`config.mk`:
```
export PLATFORM = sky130hd
export DESIGN_NAME = rx_packet_parser
export DESIGN_NICKNAME = d
export VERILOG_FILES = /design/src/rtl/uart_pkg.sv /design/src/rtl/rx_packet_parser_edge_detect.sv /design/src/rtl/rx_packet_parser.sv
export SDC_FILE = /design/constraint.sdc
export NUM_CORES = 1
export LEC_CHECK = 0
export ABC_AREA = 1
export BUFFER_PORTS_ARGS = -buffer_cell sky130_fd_sc_hd__buf_2
export CAP_MARGIN = 20
export CELL_PAD_IN_SITES_DETAIL_PLACEMENT = 1
export CELL_PAD_IN_SITES_GLOBAL_PLACEMENT = 1
export CORE_ASPECT_RATIO = 0.9
export CORE_MARGIN = 2
export CORE_UTILIZATION = 41
export CTS_CLUSTER_SIZE = 24
export DETAILED_ROUTE_END_ITERATION = 10
export GPL_TIMING_DRIVEN = 0
export PLACE_DENSITY = 0.76
export SLEW_MARGIN = 20
export SYNTH_ARGS = -nofsm -noshare
export SYNTH_HDL_FRONTEND = slang
export SYNTH_SLANG_ARGS = --single-unit
```
`constraint.sdc`:
```
create_clock -name clk -period 3.24 [get_ports clk]
set_input_delay 0.324 -clock clk [delete_from_list [all_inputs] [get_ports clk]]
set_output_delay 0.324 -clock clk [all_outputs]
set_load 0.05 [all_outputs]
```
`src/rtl/uart_pkg.sv`:
```
// Shared definitions for the UART framed-receive path: parser state encoding
// and default frame constants.
package uart_pkg;

  localparam int         DEF_ADDR_W    = 14;
  localparam logic [7:0] DEF_SYNC_BYTE = 8'hA5;

  typedef enum logic [2:0] {
    HUNT,
    LEN_HI,
    LEN_LO,
    PAYLOAD,
    CSUM,
    DONE,
    ERR
  } rx_state_e;

endpackage

```
`src/rtl/rx_packet_parser_edge_detect.sv`:
```
// Registers the UART byte-valid level and emits a one-cycle pulse on its
// registered 0->1 transition, so a level held high is accepted only once.
module rx_edge_detect (
  input  logic clk,
  input  logic rst,
  input  logic level_i,
  output logic rise_o
);

  logic sync_q;
  logic prev_q;

  always_ff @(posedge clk) begin
    if (!rst) begin
      sync_q <= 1'b0;
      prev_q <= 1'b0;
    end else begin
      sync_q <= level_i;
      prev_q <= sync_q;
    end
  end

  assign rise_o = sync_q & ~prev_q;

endmodule

```
`src/rtl/rx_packet_parser.sv`:
```
// Sync-hunting frame parser: sync, 14-bit length, payload to MEM, 8-bit checksum.
// Optional inter-byte idle timeout enabled by defining RX_PARSER_TIMEOUT_EN.
module rx_packet_parser
  import uart_pkg::*;
#(
  parameter int          NUM_DATA       = 10000,
  parameter int          ADDR_W         = DEF_ADDR_W,
  parameter logic [7:0]  SYNC_BYTE      = DEF_SYNC_BYTE,
  parameter int unsigned TIMEOUT_CYCLES = 96000
) (
  input  logic              clk,
  input  logic              rst,
  input  logic [7:0]        data_input,
  input  logic              data_ready,
  output logic              MEM_write_enable,
  output logic [ADDR_W-1:0] MEM_write_addr,
  output logic [7:0]        MEM_write_data,
  output logic              finish,
  output logic              pkt_error,
  output logic [ADDR_W-1:0] pkt_len,
  output logic              busy
);

  rx_state_e         state_q, state_d;
  logic [ADDR_W-1:0] len_q, len_d;
  logic [ADDR_W-1:0] idx_q, idx_d;
  logic [ADDR_W-1:0] waddr_q, waddr_d;
  logic [ADDR_W-1:0] pkt_len_q, pkt_len_d;
  logic [7:0]        sum_q, sum_d;
  logic [7:0]        wdata_q, wdata_d;
  logic              we_q, we_d;
  logic              finish_q, finish_d;
  logic              err_q, err_d;

  logic              accept;
  logic              timeout_w;
  logic [ADDR_W-1:0] len_full;
  logic [ADDR_W-1:0] idx_inc;
  logic [7:0]        sum_add;

  rx_edge_detect u_edge (
    .clk     (clk),
    .rst     (rst),
    .level_i (data_ready),
    .rise_o  (accept)
  );

  assign busy     = (state_q != HUNT) && (state_q != DONE);
  // LEN_HI leaves the low byte of len_q zero, so OR-ing completes the length.
  assign len_full = len_q | ADDR_W'(data_input);
  assign idx_inc  = idx_q + ADDR_W'(1);
  assign sum_add  = sum_q + data_input;

`ifdef RX_PARSER_TIMEOUT_EN
  localparam int CNT_W = $clog2(TIMEOUT_CYCLES + 1);
  logic [CNT_W-1:0] tmo_q, tmo_d;

  always_comb begin
    tmo_d = tmo_q + CNT_W'(1);
    if (accept || !busy) tmo_d = '0;
  end

  always_ff @(posedge clk) begin
    if (!rst) tmo_q <= '0;
    else      tmo_q <= tmo_d;
  end

  assign timeout_w = busy && (state_q != ERR) && (tmo_q == CNT_W'(TIMEOUT_CYCLES));
`else
  logic unused_tmo;
  assign unused_tmo = ^TIMEOUT_CYCLES;
  assign timeout_w  = 1'b0;
`endif

  always_comb begin
    state_d   = state_q;
    len_d     = len_q;
    idx_d     = idx_q;
    sum_d     = sum_q;
    we_d      = 1'b0;
    waddr_d   = waddr_q;
    wdata_d   = wdata_q;
    finish_d  = finish_q;
    err_d     = err_q;
    pkt_len_d = pkt_len_q;

    unique case (state_q)
      HUNT: if (accept && data_input == SYNC_BYTE) begin
        state_d = LEN_HI;
        sum_d   = 8'h00;
        err_d   = 1'b0;
      end
      LEN_HI: if (accept) begin
        if (data_input[7:6] != 2'b00) begin
          state_d = ERR;
        end else begin
          len_d   = ADDR_W'({data_input[5:0], 8'h00});
          sum_d   = sum_add;
          state_d = LEN_LO;
        end
      end
      LEN_LO: if (accept) begin
        len_d = len_full;
        sum_d = sum_add;
        if (len_full == '0 || len_full > ADDR_W'(NUM_DATA)) begin
          state_d = ERR;
        end else begin
          idx_d   = '0;
          state_d = PAYLOAD;
        end
      end
      PAYLOAD: if (accept) begin
        we_d    = 1'b1;
        waddr_d = idx_q;
        wdata_d = data_input;
        sum_d   = sum_add;
        idx_d   = idx_inc;
        if (idx_inc == len_q) state_d = CSUM;
      end
      CSUM: if (accept) begin
        if (sum_add == 8'h00) begin
          state_d   = DONE;
          finish_d  = 1'b1;
          pkt_len_d = len_q;
        end else begin
          state_d = ERR;
        end
      end
      DONE: ;
      ERR: begin
        err_d   = 1'b1;
        state_d = HUNT;
      end
      default: state_d = HUNT;
    endcase

    if (timeout_w) state_d = ERR;
  end

  always_ff @(posedge clk) begin
    if (!rst) begin
      state_q   <= HUNT;
      len_q     <= '0;
      idx_q     <= '0;
      sum_q     <= 8'h00;
      we_q      <= 1'b0;
      waddr_q   <= '0;
      wdata_q   <= 8'h00;
      finish_q  <= 1'b0;
      err_q     <= 1'b0;
      pkt_len_q <= '0;
    end else begin
      state_q   <= state_d;
      len_q     <= len_d;
      idx_q     <= idx_d;
      sum_q     <= sum_d;
      we_q      <= we_d;
      waddr_q   <= waddr_d;
      wdata_q   <= wdata_d;
      finish_q  <= finish_d;
      err_q     <= err_d;
      pkt_len_q <= pkt_len_d;
    end
  end

  assign MEM_write_enable = we_q;
  assign MEM_write_addr   = waddr_q;
  assign MEM_write_data   = wdata_q;
  assign finish           = finish_q;
  assign pkt_error        = err_q;
  assign pkt_len          = pkt_len_q;

endmodule

```
==> results.md, run 1 <==
* Seq/Total Area, Yosys at 0.382
* Routed vias at 4347
* Post-Layout Cell Count at 811
* Post-Synth Simple-Gate Area at 0.317
* Number of synthesized register bits at 80
* Nets at 701
* Unrepaired setup endpoints after global routing: false
* Initial Util at 0.428
* WL final at 13.6 mm
* Post-synth cell types at 34
* Root Buffer: clkbuf_16
* Xor/xnor share of the synthesized area at 0.0105
* Mean Syn Cell Area at 6.75 sq um
* Fin area at 4880 sq um
* Actual slew at the worst max-slew pin at 745 ps
* Setup Viol. Count Final at 0
* Filler cell count in the final layout at 1321
* Peak Freq at 381 MHz
* Critical path required time at 3460 ps
* Routed WL per cell at 16.8 um
* Arrival time worst endpoint at 2840 ps
* Setup slack after layout at 615 ps
* Total chip power at 2.76 mW
* Row count at 34
* Post-CTS Hold Buffers at 0
* Clock Latency Late Sink at 340 ps
* DP HPWL at 10.5 mm
* Ant diodes at 0
* Max-slew violations at 0
* Total global routing overflow at 0
* Worst IR Drop VDD at 0.310 mV
* Setup bufs post-CTS at 0
* GP Congestion at 0.901
* Normalized max-slew margin at 0.504
* CTS-repair resized insts at 0
* First-pass GRT wire length at 22.3 mm
* Fin Setup TNS at 0 ps
* Met2 routed WL at 5.97 mm
* Worst hold slack at 174 ps
* Synth Net Count at 640
* DR WL met3 at 675 um
* Setup crit end kind: register
* Pwr Density at 566 nW/um^2
* Outcome: completed
* Reg2Reg Launch Point: sum_q[0]$_SDFFE_PN0P_
* Largest family of logic cells by synthesized area: simple AND/OR/NAND/NOR gates
* Met1 WL at 6.65 mm
* Die Height at 99.9 um
* CTS Buf Count at 9
* 1st-pass router iterations at 4
* DIE AREA at 11000 sq um
* Drt via density at 5.36
* Num Clock Sinks at 80
* RR Endpoint: pkt_len[13]$_SDFFE_PN0P_
* # IOs at 51
* Largest net degree at the start of global routing at 13
* Post-synthesis compound-gate area fraction at 0.160
* Synth Instances at 620
* Worst Setup SP: sum_q[0]$_SDFFE_PN0P_
* Area grow syn2layout at 16.6%
* Leakage power at 2.20 nW
* Cell depth of the worst flop-to-flop path at 12
* Layout cells sized above 1 at 0.149
* Place WS at 447 ps
* Max cap viols at 0
* Iteration-0 DRC Markers at 197
* Post-route ant nets at 0
* Dpl cell area at 4600 sq um
* Final-report hold violation count at 0
* Synth Area in Adders at 0.0287
* Mapped cell area at 4190 sq um
* CP endpoint: pkt_len[13]$_SDFFE_PN0P_
* Top Metal Used: met5
* Vias in the first global route at 4424
* Flop2flop setup slack at 610 ps
* Initial antenna violation count at 2
* CTS tree: built
* Tot GR Track Use at 0.254
* Period minus WS final at 2630 ps
* Post-synthesis mux area share at 0
* CP startpoint kind: register
* Port bufs at 50
* Post-route DRC at 0
* Setup CP Type: reg -> reg
* Core area at 9780 sq um
* Yosys warns at 0
* Hold crit path type: in -> reg
* Worst-path fanout max at 10
* Clk slew on worst S/H paths at 60 ps
* Clk_skew at 7.19 ps
* Die W at 111 um
* Post-layout util at 0.499
* Clock tree buffer depth at 2
* Crit share post-route at 0.810
* Placed Instances at 796
* H-tree depth at 3
-- sequential cells by signal (all words and copies together) (netlist names) --
| name | cells |
|---|---|
| MEM_write_addr | 14 |
| MEM_write_data | 8 |
| MEM_write_enable | 1 |
| finish | 1 |
| idx_q | 14 |
| len_q | 14 |
| pkt_error | 1 |
| pkt_len | 14 |
| state_q | 3 |
| sum_q | 8 |
| u_edge.prev_q | 1 |
| u_edge.sync_q | 1 |
-- metal layers --
| layer | vias to the layer above | GRT usage |
|---|---|---|
| li1 | 2154 | - |
| met4 | 4 | 0.0913 |
| met1 | 2058 | 0.342 |
| met3 | 28 | 0.0610 |
| met2 | 103 | 0.403 |
| met5 | - | 0 |
-- logic make-up (layout without fill, tap and decap cells) --
family	after synthesis	after routing
flops	80	80
compound gates	126	126
buf+inv	104	169
xor+xnor	5	5
simple gates	296	296
fa+ha+maj	9	9
-- worst max-delay path: stages (launching register included) --
cell and delay, ps:
dfxtp_1 340, ha_1 240, fa_1 450, or2_2 300, nor2_1 110, nand3_1 90, nor2_1 180, nand3_2 130
nor2_2 120, nand2_1 90, buf_2 180, o21ai_0 210, a21oi_1 70
-- area by class of cell --
cell class / count / area [sq um] / area share
timing repair buffer: 50 / 250 / 0.0512
clock buffer: 11 / 243 / 0.0497
multi-input combinational: 436 / 2160 / 0.443
sequential: 80 / 1600 / 0.328
buffer: 22 / 115 / 0.0236
inverter: 82 / 308 / 0.0630
tap: 126 / 158 / 0.0323
clock inverter: 4 / 45.0 / 0.00922
-- Yosys cell counts (all sizes together) --
cell,number,area (sq um)
ha,8,100
o21ai,48,240
nand2b,1,6.26
a211oi,9,72.6
nand2,133,509
fa,1,20.0
nand3,66,350
o211ai,1,7.51
nand4,15,93.8
nor2,69,297
a21oi,65,329
dfxtp,80,1600
inv,82,308
xnor2,1,8.76
o21bai,1,7.51
or2,3,18.8
nor3b,1,7.51
or3,1,6.26
buf,11,73.8
clkbuf,11,41.3
o21a,1,7.51
nor3,5,25.0
xor2,4,35.0
a31oi,1,6.26
nand3b,2,15.0
-- layout by cell type (no fill, tap or decap), types with 3 or more instances in the layout --
| cell | instances |
|---|---|
| nor2_1 | 60 |
| clkbuf_16 | 9 |
| nand2_1 | 129 |
| nand3_2 | 4 |
| nand4_1 | 15 |
| a21oi_1 | 64 |
| nor2_2 | 6 |
| o21ai_0 | 48 |
| dfxtp_1 | 80 |
| buf_2 | 58 |
| nand3_1 | 62 |
| nand2_2 | 4 |
| nor3_1 | 5 |
| ha_1 | 8 |
| nor2_4 | 3 |
| buf_6 | 3 |
| clkinv_2 | 3 |
| clkbuf_1 | 12 |
| inv_1 | 76 |
| xor2_1 | 4 |
| a211oi_1 | 8 |
| inv_2 | 6 |
-- report_power, final --
group / switching [mW] / leakage, nW / internal [mW]
clock network: 0.401 / 0.145 / 0.610
registers: 0.0399 / 0.646 / 1.03
logic: 0.493 / 1.41 / 0.190
-- how the worst min path moves through the flow --
stage	start	cells after the start	to
after floorplan	u_edge.sync_q$_SDFF_PN0_	2	u_edge.prev_q$_SDFF_PN0_
after global placement	u_edge.sync_q$_SDFF_PN0_	2	u_edge.prev_q$_SDFF_PN0_
after detailed placement	u_edge.sync_q$_SDFF_PN0_	2	u_edge.prev_q$_SDFF_PN0_
after CTS	data_ready	3	u_edge.sync_q$_SDFF_PN0_
after global routing	data_ready	3	u_edge.sync_q$_SDFF_PN0_
final	data_ready	3	u_edge.sync_q$_SDFF_PN0_
Note: power is estimated with default switching activity, not from simulation.
==> inputs of run 2 (changes only) <==
CORE_UTILIZATION = 37   (was 41)
PLACE_DENSITY = 0.72   (was 0.76)
clock period = 2.2 ns   (was 3.24 ns; I/O delays follow)
==> results.md, run 2 (synthesis gave the netlist of run 1 again) <==
* # IOs at 51 (unchanged)
* Post-CTS Hold Buffers at 0 (unchanged)
* Post-Layout Cell Count at 848 (+4.6%)
* Peak Freq at 438 MHz (+15%)
* Max cap viols at 0 (unchanged)
* Place WS at -413 ps (-859 ps)
* Crit path largest cell delay at 470 ps (+20 ps)
* Port bufs at 50 (unchanged)
* Routed WL per cell at 16.6 um (-0.95%)
* Crit share post-route at 1.04 (+0.227)
* Drt via density at 5.15 (-3.9%)
* Clk slew on worst S/H paths at 60 ps (about the same)
* Placed Instances at 822 (+3.3%)
* Dpl cell area at 4630 sq um (+0.82%)
* Reg2Reg Launch Point: sum_q[0]$_SDFFE_PN0P_
* Met1 WL at 6.83 mm (+2.7%)
* Largest net degree at the start of global routing at 14 (+1)
* Hold path endpoint: u_edge.sync_q$_SDFF_PN0_
* Vias in the first global route at 4317 (-2.4%)
* Max-slew violations at 0 (unchanged)
* Die Height at 105 um (+5.1%)
* Setup slack after layout at -80.9 ps (-696 ps)
* DR WL met3 at 779 um (+15%)
* Final-report hold violation count at 0 (unchanged)
* Cell depth of the worst flop-to-flop path at 12 (unchanged)
* Num Clock Sinks at 80 (unchanged)
* CTS tree: built
* CP Cell Sequence: ha_4 -> fa_1 -> or2_4 -> nor2_4 -> nand3_2 -> nor2_2 -> nand3_2 -> nor2_4 -> nand2_2 -> buf_4 -> o21ai_2 -> a21oi_2
* Die W at 116 um (+5.1%)
* Routed vias at 4368 (+0.48%)
* Arrival time worst endpoint at 2520 ps (-320 ps)
* DP HPWL at 10.5 mm (+0.35%)
* Met2 routed WL at 6.28 mm (+5.2%)
* Most common library cell in the layout ignoring fill and taps: nand2_1
* Commonest non-fill, non-tap cells in the layout: 128 x nand2_1, 76 x inv_1, 74 x dfxtp_1
* First-pass GRT wire length at 22.5 mm (+0.93%)
* Total global routing overflow at 0 (unchanged)
* Worst IR Drop VDD at 0.601 mV (+94%)
* Post-route ant nets at 0 (unchanged)
* Filler cell count in the final layout at 1425 (+7.9%)
* Setup CP Type: reg -> reg
* Violated checks: negative setup slack
* Pwr Density at 808 nW/um^2 (+43%)
* Layout cells sized above 1 at 0.221 (+0.0724)
* Setup crit end kind: register
* Unrepaired setup endpoints after global routing: true
* Initial antenna violation count at 0 (-2)
* Worst-path fanout max at 5 (-5)
* Outcome: complete, but fails checks
* GP Congestion at 0.845 (-6.1%)
* Hold crit path type: in -> reg
* Ant diodes at 0 (unchanged)
* Nets at 711 (+1.4%)
* Setup Viol. Count Final at 16 (+16)
* Root Buffer: clkbuf_16
* Actual slew at the worst max-slew pin at 776 ps (+31.3 ps)
* Initial Util at 0.383 (-0.0454)
* Min-Delay Path Depth at 3 (unchanged)
* DIE AREA at 12200 sq um (+10%)
* Iteration-0 DRC Markers at 234 (+19%)
* Normalized max-slew margin at 0.483 (-0.0209)
* Register area at 1610 sq um (+0.47%)
* Worst hold path startpoint: data_ready
* Core area at 10900 sq um (+12%)
* Multi-input logic area at 2330 sq um (+7.6%)
* H-tree depth at 3 (unchanged)
* Leakage power at 2.29 nW (+4.0%)
* Fin area at 5210 sq um (+6.7%)
* RR Endpoint: pkt_len[7]$_SDFFE_PN0P_
* Flop2flop setup slack at -80 ps (-700 ps)
* Clock tree buffer depth at 2 (unchanged)
* Row count at 36 (+5.9%)
* Worst hold slack at 69.5 ps (-104 ps)
* Total chip power at 4.21 mW (+52%)
* CP startpoint kind: register
* Crit-path slowest cell: fa_1
* Area grow syn2layout at 24.5%
* Tot GR Track Use at 0.240 (-0.0147)
* CTS Buf Count at 9 (unchanged)
* Critical path required time at 2440 ps (-1020 ps)
* 1st-pass router iterations at 4 (unchanged)
* WL final at 14.1 mm (+3.6%)
* Clock Latency Late Sink at 350 ps (about the same)
* Period minus WS final at 2280 ps (-344 ps)
* Post-route DRC at 0 (unchanged)
* Top Metal Used: met4
* Clk_skew at 8.93 ps (+1.75 ps)
-- run 2: cell types whose count changed in the layout (fill, tap and decap cells not counted), moves of 3 or more --
cell | before | now
o21ai_0 | 48 | 34
nor2_1 | 60 | 56
dfxtp_2 | 0 | 6
dfxtp_1 | 80 | 74
a21oi_1 | 64 | 53
nor2_4 | 3 | 6
a21oi_2 | 1 | 12
o21ai_2 | 0 | 11
buf_4 | 0 | 8
-- run 2: area by class of cell --
class / count / share of cell area
Timing Repair Buffer: 59 / 0.0655
Multi-Input combinational cell: 437 / 0.447
Tap cell: 152 / 0.0365
Sequential cell: 80 / 0.309
Inverter: 82 / 0.0590
Buffer: 22 / 0.0245
Clock buffer: 11 / 0.0485
Clock inverter: 5 / 0.0106
-- run 2: worst max path at each step --
| stage | startpoint | to | slack [ps] | depth (start not counted) |
|---|---|---|---|---|
| 2_1_floorplan | sum_q[0]$_SDFFE_PN0P_ | pkt_len[11]$_SDFFE_PN0P_ | -8 | 12 |
| 3_3_place_gp | data_input[0] | pkt_len[13]$_SDFFE_PN0P_ | -360 | 13 |
| 3_5_place_dp | data_input[0] | pkt_len[13]$_SDFFE_PN0P_ | -410 | 13 |
| 4_1_cts | sum_q[0]$_SDFFE_PN0P_ | pkt_len[11]$_SDFFE_PN0P_ | -160 | 12 |
| 5_1_grt | sum_q[0]$_SDFFE_PN0P_ | state_q[1]$_SDFFE_PN0P_ | -150 | 13 |
| 6_report | sum_q[0]$_SDFFE_PN0P_ | pkt_len[7]$_SDFFE_PN0P_ | -80 | 12 |
-- run 2: metal layers --
layer,GRT usage,vias to the layer above
met2,0.365,94
met5,0,-
li1,-,2177
met1,0.339,2079
met3,0.0528,18
met4,0.0697,0
-- run 2: repair_timing --
item	CTS	global route
cloned	2	1
setup buffers	3	4
setup endpoints to repair	17	28
pin swaps	17	7
gates resized for setup	44	22
hold endpoints to repair	0	0
-- run 2: critical path, delay by kind of cell, from the launching register on --
family                   cells  cell delay (ps)
flip-flops                   1              330
AO/OA/AOI/OAI                2              190
buffers and inverters        1              170
adder cells (fa/ha/maj)      2              620
AND/OR/NAND/NOR              7              850
-- run 2: metrics by stage --
step | util | TNS [ps]
2_1_floorplan | - | -42.3
6_report | 0.476 | -946
3_5_place_dp | 0.423 | -5600
3_3_place_gp | 0.423 | -4870
5_1_grt | 0.476 | -2170
4_1_cts | 0.466 | -2300
-- run 2: power by group --
| group | switching (mW) | internal (mW) |
|---|---|---|
| combinational | 0.754 | 0.296 |
| sequential | 0.0623 | 1.52 |
| clock | 0.644 | 0.937 |
==> inputs of run 3 (changes only) <==
CORE_UTILIZATION = 39   (was 37)
CTS_BUF_LIST = sky130_fd_sc_hd__clkbuf_4   (was unset)
PLACE_DENSITY = 0.76   (was 0.72)
==> results.md, run 3 (synthesis gave the netlist of run 1 again) <==
* Outcome: complete, but fails checks
* Violated checks: design-rule violations, negative setup slack
* Cell depth of the worst flop-to-flop path at 12 (unchanged)
* Total chip power at 3.56 mW (-16%)
* Fin Setup TNS at -1030 ps (-81.9 ps)
* Register area at 1610 sq um (about the same)
* Routed WL per cell at 17.3 um (+4.2%)
* Leakage power at 2.21 nW (-3.6%)
* Root Buffer: clkbuf_4
* Iteration-0 DRC Markers at 205 (-12%)
* Die W at 113 um (-2.5%)
* Largest net degree at the start of global routing at 15 (+1)
* WL final at 14.3 mm (+1.3%)
* Dpl cell area at 4600 sq um (-0.62%)
* Ant diodes at 0 (unchanged)
* DP HPWL at 10.7 mm (+2.1%)
* Max cap viols at 0 (unchanged)
* 1st-pass router iterations at 8 (+4)
* Routed vias at 4510 (+3.3%)
* Post-route DRC at 3 (+3)
* Clk_skew at 21.8 ps (+12.9 ps)
* First-pass GRT wire length at 22.6 mm (+0.58%)
* Hold crit path type: in -> reg
* Most common library cell in the layout ignoring fill and taps: nand2_1
* Core area at 10300 sq um (-5.6%)
* Tot GR Track Use at 0.251 (+0.0116)
* # IOs at 51 (unchanged)
* Peak Freq at 434 MHz (-0.91%)
* CP startpoint kind: register
* Die Height at 102 um (-2.5%)
* Setup Viol. Count Final at 14 (-2)
* Port bufs at 50 (unchanged)
* Setup CP Type: reg -> reg
* Max-slew violations at 0 (unchanged)
* Worst IR Drop VDD at 0.381 mV (-37%)
* Arrival time worst endpoint at 2690 ps (+170 ps)
* Setup crit end kind: register
* Normalized max-slew margin at 0.542 (+0.0598)
* Vias in the first global route at 4454 (+3.2%)
* Layout cells sized above 1 at 0.210 (-0.0112)
* Place WS at -424 ps (-11.1 ps)
* Nets at 710 (-0.14%)
* Final-report hold violation count at 0 (unchanged)
* DIE AREA at 11600 sq um (-4.9%)
* Num Clock Sinks at 80 (unchanged)
* Row count at 35 (-2.8%)
* CTS tree: built
* Multi-input logic area at 2320 sq um (-0.27%)
* Total global routing overflow at 0 (unchanged)
* Clk slew on worst S/H paths at 130 ps (+70 ps)
* Period minus WS final at 2300 ps (+21.0 ps)
* Clock tree buffer depth at 2 (unchanged)
* Drt via density at 5.47 (+6.3%)
* Commonest non-fill, non-tap cells in the layout: 127 x nand2_1, 76 x inv_1, 75 x dfxtp_1
* Unrepaired setup endpoints after global routing: true
* Pwr Density at 714 nW/um^2 (-12%)
* Worst hold slack at 101 ps (+31.5 ps)
* Fin area at 4980 sq um (-4.4%)
* H-tree depth at 3 (unchanged)
* Post-route ant nets at 0 (unchanged)
* CTS Buf Count at 9 (unchanged)
* GP Congestion at 0.855 (+1.1%)
* Min-Delay Path Depth at 3 (unchanged)
* Setup slack after layout at -102 ps (-21.0 ps)
* Critical path required time at 2580 ps (+140 ps)
* Actual slew at the worst max-slew pin at 686 ps (-89.7 ps)
* Initial antenna violation count at 0 (unchanged)
* Worst-path fanout max at 10 (+5)
* Clock Latency Late Sink at 460 ps (+110 ps)
* Filler cell count in the final layout at 1386 (-2.7%)
* Initial Util at 0.405 (+0.0226)
* Crit share post-route at 1.05 (+0.00953)
* Area grow syn2layout at 19.0%
==> run 3: changes by cell type in the layout (fill, tap and decap cells not counted), moves of 3 or more <==
| cell | before | now |
|---|---|---|
| clkinv_4 | 0 | 3 |
| o21ai_2 | 11 | 8 |
| a21oi_1 | 53 | 56 |
| a21oi_2 | 12 | 9 |
| o21ai_1 | 2 | 5 |
| clkbuf_16 | 9 | 0 |
| clkbuf_4 | 0 | 9 |
==> run 3: report_power, final <==
group / internal [mW] / total (mW) / switching (mW) / leakage (nW)
registers: 1.52 / 1.58 / 0.0628 / 0.649
clock network: 0.346 / 0.915 / 0.569 / 0.0735
logic: 0.293 / 1.07 / 0.772 / 1.49
==> run 3: final cells by class <==
cell class	count	area share
multi-input combinational	438	0.466
sequential	80	0.323
timing repair buffer	57	0.0620
inverter	82	0.0618
tap	129	0.0324
buffer	22	0.0266
clock inverter	7	0.0146
clock buffer	9	0.0136
==> run 3: path summary, 6_finish.rpt <==
path | start | slack, ps | to
hold / removal | data_input[6] | 100 | MEM_write_data[6]$_SDFFE_PN0P_
hold reg to reg | u_edge.sync_q$_SDFF_PN0_ | 430 | u_edge.prev_q$_SDFF_PN0_
setup / recovery | sum_q[0]$_SDFFE_PN0P_ | -100 | pkt_len[8]$_SDFFE_PN0P_
setup reg to reg | sum_q[0]$_SDFFE_PN0P_ | -100 | pkt_len[8]$_SDFFE_PN0P_
==> run 3: worst max-delay path: stages, from the launching register on <==
cell and delay (ps):
dfxtp_2 380, ha_4 140, fa_2 430, or2_4 250
nor2_4 90, nand3_2 80, nor2_2 100, nand3_2 130
nor2_4 130, nand2_4 80, buf_6 140, buf_12 140
a21oi_2 130
==> run 3: metal layers <==
layer / up-vias / GRT usage / routed length (um)
li1: 2174 / - / -
met1: 2187 / 0.341 / 6710
met2: 129 / 0.416 / 6660
met3: 20 / 0.0374 / 667
met4: 0 / 0.0788 / 252
met5: - / 0 / 0
==> run 3: timing repair <==
| action | 4_1_cts | 5_1_grt |
|---|---|---|
| setup buffers | 2 | 3 |
| cloned | 1 | 2 |
| hold buffers | 1 | 0 |
| pin swaps | 8 | 10 |
| hold endpoints to repair | 1 | 0 |
| setup endpoints to repair | 17 | 28 |
| gates resized for setup | 33 | 32 |
==> run 3: metrics by stage <==
stage / cells / utilization
floorplan: 620 / -
global placement: 799 / 0.446
detailed placement: 799 / 0.446
CTS: 819 / 0.470
global route: 824 / 0.482
finish: 824 / 0.482
